$ cat src/rtl/clk_ctrl_pkg.sv
// Shared definitions for the CPU run/step clock controller: FSM state codes,
// speed-level geometry and the saturating level-update rule.
package clk_ctrl_pkg;

  typedef enum logic [1:0] {
    ST_PAUSE  = 2'd0,
    ST_RUN    = 2'd1,
    ST_STEP   = 2'd2,
    ST_HALTED = 2'd3
  } run_state_e;

  localparam int NUM_LEVELS = 7;
  localparam int LEVEL_W    = 3;
  localparam logic [LEVEL_W-1:0] MAX_LEVEL = LEVEL_W'(NUM_LEVELS - 1);

  // Opposing requests in the same cycle cancel; both ends saturate.
  function automatic logic [LEVEL_W-1:0] next_level(
    input logic [LEVEL_W-1:0] lvl,
    input logic               up,
    input logic               dn
  );
    next_level = lvl;
    if (up && !dn && lvl != MAX_LEVEL) begin
      next_level = lvl + LEVEL_W'(1);
    end else if (dn && !up && lvl != '0) begin
      next_level = lvl - LEVEL_W'(1);
    end
  endfunction

endpackage

$ cat src/rtl/btn_debounce.sv
// One raw button: 2-flop synchroniser, stability-count debouncer and a
// single-cycle press pulse on each accepted rising level.
module btn_debounce
  import clk_ctrl_pkg::*;
#(
  parameter int unsigned DEBOUNCE_CYCLES = 1_000_000
) (
  input  logic clk,
  input  logic rst_n,
  input  logic i_btn,
  output logic o_press
);

  localparam int CW = $clog2(DEBOUNCE_CYCLES + 1);
  localparam logic [CW-1:0] LAST_CNT = CW'(DEBOUNCE_CYCLES - 1);

  logic          r_sync1;
  logic          r_sync2;
  logic          r_db;
  logic          r_press;
  logic [CW-1:0] r_cnt;
  logic          w_differs;
  logic          w_accept;

  assign w_differs = (r_sync2 != r_db);
  assign w_accept  = w_differs && (r_cnt == LAST_CNT);

  // NOTE: non-blocking assignments so every flop here samples pre-edge values.
  always_ff @(posedge clk) begin
    if (!rst_n) begin
      r_sync1 <= 1'b0;
      r_sync2 <= 1'b0;
      r_db    <= 1'b0;
      r_cnt   <= '0;
      r_press <= 1'b0;
    end else begin
      r_sync1 <= i_btn;
      r_sync2 <= r_sync1;
      if (!w_differs || w_accept) begin
        r_cnt <= '0;
      end else begin
        r_cnt <= r_cnt + CW'(1);
      end
      if (w_accept) begin
        r_db <= r_sync2;
      end
      r_press <= w_accept && r_sync2;
    end
  end

  assign o_press = r_press;

endmodule

$ cat src/rtl/clk_run_ctrl.sv
// Run/pause/single-step controller producing a clock-enable pulse for a CPU
// at one of seven button-selectable speeds, with a sticky halt.
module clk_run_ctrl
  import clk_ctrl_pkg::*;
#(
  parameter int unsigned DEBOUNCE_CYCLES = 1_000_000,
  parameter int unsigned LEVEL_0_INDEX   = 49_999_999,
  parameter int unsigned LEVEL_1_INDEX   = 12_499_999,
  parameter int unsigned LEVEL_2_INDEX   = 3_124_999,
  parameter int unsigned LEVEL_3_INDEX   = 1_562_499,
  parameter int unsigned LEVEL_4_INDEX   = 781_249,
  parameter int unsigned LEVEL_5_INDEX   = 390_624,
  parameter int unsigned LEVEL_6_INDEX   = 1
) (
  input  logic               clk,
  input  logic               rst_n,
  input  logic               btn_run,
  input  logic               btn_step,
  input  logic               btn_faster,
  input  logic               btn_slower,
  input  logic               halt,
  output logic               cpu_ce,
  output logic [1:0]         run_state,
  output logic [LEVEL_W-1:0] curr_level
);

  logic               w_run_ev;
  logic               w_step_ev;
  logic               w_fast_ev;
  logic               w_slow_ev;
  run_state_e         r_state;
  run_state_e         w_state_next;
  logic [LEVEL_W-1:0] r_level;
  logic [LEVEL_W-1:0] w_level_next;
  logic               w_level_chg;
  logic [31:0]        r_tick;
  logic [31:0]        w_index;
  logic               w_tc;
  logic               w_ce_next;
  logic               r_cpu_ce;

  btn_debounce #(.DEBOUNCE_CYCLES(DEBOUNCE_CYCLES)) u_db_run (
    .clk(clk), .rst_n(rst_n), .i_btn(btn_run), .o_press(w_run_ev)
  );
  btn_debounce #(.DEBOUNCE_CYCLES(DEBOUNCE_CYCLES)) u_db_step (
    .clk(clk), .rst_n(rst_n), .i_btn(btn_step), .o_press(w_step_ev)
  );
  btn_debounce #(.DEBOUNCE_CYCLES(DEBOUNCE_CYCLES)) u_db_faster (
    .clk(clk), .rst_n(rst_n), .i_btn(btn_faster), .o_press(w_fast_ev)
  );
  btn_debounce #(.DEBOUNCE_CYCLES(DEBOUNCE_CYCLES)) u_db_slower (
    .clk(clk), .rst_n(rst_n), .i_btn(btn_slower), .o_press(w_slow_ev)
  );

  assign w_level_next = next_level(r_level, w_fast_ev, w_slow_ev);
  assign w_level_chg  = (w_level_next != r_level);

  always_comb begin
    w_index = LEVEL_6_INDEX;
    case (r_level)
      3'd0:    w_index = LEVEL_0_INDEX;
      3'd1:    w_index = LEVEL_1_INDEX;
      3'd2:    w_index = LEVEL_2_INDEX;
      3'd3:    w_index = LEVEL_3_INDEX;
      3'd4:    w_index = LEVEL_4_INDEX;
      3'd5:    w_index = LEVEL_5_INDEX;
      default: w_index = LEVEL_6_INDEX;
    endcase
  end

  assign w_tc = (r_state == ST_RUN) && (r_tick == w_index);

  // NOTE: defaults first, so no branch of this block can leave a latch.
  always_comb begin
    w_state_next = r_state;
    case (r_state)
      ST_PAUSE: begin
        if (w_run_ev)       w_state_next = ST_RUN;
        else if (w_step_ev) w_state_next = ST_STEP;
      end
      ST_RUN: begin
        if (halt)          w_state_next = ST_HALTED;
        else if (w_run_ev) w_state_next = ST_PAUSE;
      end
      ST_STEP:   w_state_next = halt ? ST_HALTED : ST_PAUSE;
      ST_HALTED: w_state_next = ST_HALTED;
      default:   w_state_next = ST_PAUSE;
    endcase
    // Gating on the next state keeps a terminal-count pulse out of PAUSE/HALTED.
    w_ce_next = (w_state_next == ST_STEP) ||
                ((w_state_next == ST_RUN) && w_tc);
  end

  always_ff @(posedge clk) begin
    if (!rst_n) begin
      r_state  <= ST_PAUSE;
      r_level  <= '0;
      r_tick   <= '0;
      r_cpu_ce <= 1'b0;
    end else begin
      r_state  <= w_state_next;
      r_level  <= w_level_next;
      r_cpu_ce <= w_ce_next;
      if (w_level_chg || w_tc ||
          ((r_state == ST_PAUSE) && (w_state_next == ST_RUN))) begin
        r_tick <= '0;
      end else if (r_state == ST_RUN) begin
        r_tick <= r_tick + 32'd1;
      end
    end
  end

  assign cpu_ce     = r_cpu_ce;
  assign run_state  = r_state;
  assign curr_level = r_level;

endmodule
$ cat config.mk
export PLATFORM = sky130hd
export DESIGN_NAME = clk_run_ctrl
export DESIGN_NICKNAME = d
export VERILOG_FILES = /design/src/rtl/clk_ctrl_pkg.sv /design/src/rtl/btn_debounce.sv /design/src/rtl/clk_run_ctrl.sv
export SDC_FILE = /design/constraint.sdc
export NUM_CORES = 1
export LEC_CHECK = 0
export CORE_MARGIN = 5
export CORE_UTILIZATION = 35
export CTS_CLUSTER_SIZE = 40
export DETAILED_ROUTE_END_ITERATION = 7
export PLACE_DENSITY = 0.47
export SLEW_MARGIN = 20
export SYNTH_ARGS = -nofsm -noshare
export SYNTH_HDL_FRONTEND = slang
export SYNTH_SLANG_ARGS = --single-unit
$ cat constraint.sdc
create_clock -name clk -period 3.4 [get_ports clk]
set_input_delay 0.34 -clock clk [delete_from_list [all_inputs] [get_ports clk]]
set_output_delay 0.34 -clock clk [all_outputs]
set_load 0.02 [all_outputs]
==> metrics.csv <==
metric;value;unit
status;finished, final reports clean;
clock_skew;10.88;ps
initial_core_util;0.3521;
hold_path_class;reg2reg;
cp-end-kind;register;
rrSetupSlack;540;ps
globalplace.congestion;0.8296;
maxSlewHeadroom;0.4592;
synth.distinct_cells;50;
io-pin-count;13;
synth-edff-count;0;
clockRootBuffer;clkbuf_16;
reg2reg_from;curr_level[1];
num_vias;4866;
syn2layout_area_growth;15.55;%
die_y;143.7;um
place_ws;555.4;ps
vias_per_cell;4.975;
wl_met3;254;um
dr_wl_met2;6.181;mm
setup_viol;0;
drtPass1Iterations;5;
cts.sinks;134;
rows;49;
ys_seq_area_frac;0.4285;
dp_hpwl;9.190;mm
htree_levels;4;
cts_tree;built;
fin_crit_sh;0.8418;
grt_pass1_vias;4809;
syn_area_per_cell;8.646;um2
grt_use_total;0.1343;
crit_fanout;27;
drive_above_1_share;0.07343;
worst_slew_pin_slew;808.9;ps
core_area;0.01778;mm2
ys_warn_count;0;
max_cap_viol_count;0;
async_flop_share;0;
cp.required;3690;ps
overflow;0;
timing.rr.end;r_tick[25];
met1_length;6.320;mm
layout_setup_ws;538.0;ps
holdPathEnd;u_db_run.r_sync2;
criticalPathCategory;reg2reg;
hold_depth;1;
grt_antenna_before_repair;0;
clock_latency;420;ps
num-fill-cells;1806;
max-vdd-ir-drop;329.6;uV
r2r_cells;9;
p_leak;2.487;nW
wl_per_cell;13.24;um
cts_made_buffers;17;
wl;12.94;mm
hp-start;u_db_run.r_sync1;
setup_tns;0;ps
cts.repair.resized;0;
grt_pass1_wl;22.36;mm
top_layer_used;met4;
die_w;143.7;um
syn_inst;724;
remaining_drc_errors;0;
synth_area_leader_cell;dfxtp_1;
max_freq;349.4;MHz
synth_nets;742;
finalHoldViolCount;0;
drtIter0Drc;240;
rsz0062_at_grt;false;
slew_viol_final;0;
fin_crit;2862;ps
io_buffers;12;
synth_area_leaders;dfxtp_1 (43%), xor2_1 (10%), nor2_1 (6.6%);
cts_buffer_depth;2;
clk_pin_slew;60;ps
syn-cell-area;0.006260;mm2
postCtsSetupRepairBufs;0;
start_kind;register;
ctsHoldBuffers;0;
grt_max_degree;33;
antenna_left;0;
die_area;0.02066;mm2
antenna_cells;0;
synth_top_area_frac;0.4285;
nets;754;
synthFlopType;dfxtp_1;
ys_ff_latch;134;
arrival;3150;ps
powerDensity;490.6;mW/mm2
-- metrics by stage --
step | total power, mW | utilization | cells | instance area [um2] | hold slack, ps
2_1_floorplan | 1.662 | - | 724 | 6260 | 411.9
3_3_place_gp | 1.692 | 0.3724 | 946 | 6621 | 419.5
3_5_place_dp | 1.694 | 0.3724 | 946 | 6621 | 420.3
4_1_cts | 3.609 | 0.4068 | 978 | 7233 | 435.7
5_1_grt | 3.684 | 0.4068 | 978 | 7233 | 450.0
6_report | 3.548 | 0.4068 | 978 | 7233 | 431.8
-- worst max-delay path, stage by stage, from the launching register on --
cell	delay [ps]
dfxtp_1	440
inv_1	130
ha_1	350
nor2_1	360
a21oi_1	140
or3_1	310
a2111oi_0	380
and4_1	230
buf_4	300
nor3_1	90
-- report_power, final --
group | internal, mW | total, mW | switching, mW
Sequential | 1.58 | 1.59 | 0.00996
Combinational | 0.0294 | 0.0674 | 0.0380
Clock | 1.18 | 1.89 | 0.708
Total | 2.79 | 3.55 | 0.755
-- synthesized netlist by cell type (all sizes together), types with 11 or more instances --
library cell	instances
nor2b	12
a21oi	18
nand3	50
o21ai	12
and3	22
clkbuf	20
nor2	110
inv	16
nand2	43
xnor2	34
ha	11
nand4	26
and4	11
and2	14
nor3	40
dfxtp	134
xor2	73
-- area by class of cell --
| class | instances | area (um2) | area share |
|---|---|---|---|
| multi-input cells | 546 | 3405 | 0.4707 |
| flip-flops and latches | 134 | 2683 | 0.3709 |
| clock buffers | 19 | 442.9 | 0.06124 |
| well taps | 229 | 286.5 | 0.03961 |
| repair buffers | 21 | 187.7 | 0.02595 |
| clock inverters | 13 | 168.9 | 0.02335 |
| inverters | 16 | 60.06 | 0.008303 |
-- logic make-up (layout without fill, tap and decap cells) --
| kind of cell | count (synthesis) | count (layout) | synth area share |
|---|---|---|---|
| muxes | 10 | 10 | 0.01659 |
| DFF | 134 | 134 | 0.4285 |
| buffers and inverters | 44 | 69 | 0.03038 |
| AOI/OAI and AO/OA | 52 | 52 | 0.05497 |
| xor gates and xnor gates | 107 | 107 | 0.1497 |
| adders and majority gates | 11 | 11 | 0.02199 |
| and+or+nand+nor | 366 | 366 | 0.2978 |
-- placed cells by master (no fill, tap or decap), drive strengths merged, types with 7 or more instances in the layout --
master	netlist	final
nor4	7	7
nand2	43	43
nand4	26	26
inv	16	21
dfxtp	134	134
and3	22	22
nor3	40	40
a21oi	18	18
ha	11	11
mux2i	7	7
nand3	50	50
and4	11	11
and2	14	14
or3	9	9
clkdlybuf4s50	0	12
xor2	73	73
xnor2	34	34
o21ai	12	12
clkbuf	20	19
nor2b	12	12
nor2	110	110
buf	8	9
-- sequential cells by signal, summed over array words and instances, names as in the netlist, 2 cells and up --
name,flops
run_state,2
curr_level,3
u_db_slower.r_cnt,20
u_db_step.r_cnt,20
u_db_faster.r_cnt,20
u_db_run.r_cnt,20
r_tick,32
-- per-layer routing --
metal / vias to the layer above / GRT usage
li1: 2523 / -
met1: 2296 / 0.1671
met2: 33 / 0.2247
met3: 14 / 0.03461
met4: 0 / 0.04955
met5: - / 0
-- worst max-delay path by stage --
stage                     slack [ps]          start    endpoint  cells past startpoint
after floorplan                  780  curr_level[0]  r_tick[10]                     10
after global placement           610  curr_level[0]  r_tick[18]                      9
after detailed placement         560  curr_level[0]   r_tick[8]                      9
after CTS                        550  curr_level[1]   r_tick[8]                      9
after global routing             300  curr_level[1]  r_tick[25]                      9
final                            540  curr_level[1]  r_tick[25]                      9
Power figures use the tool's default switching activity.
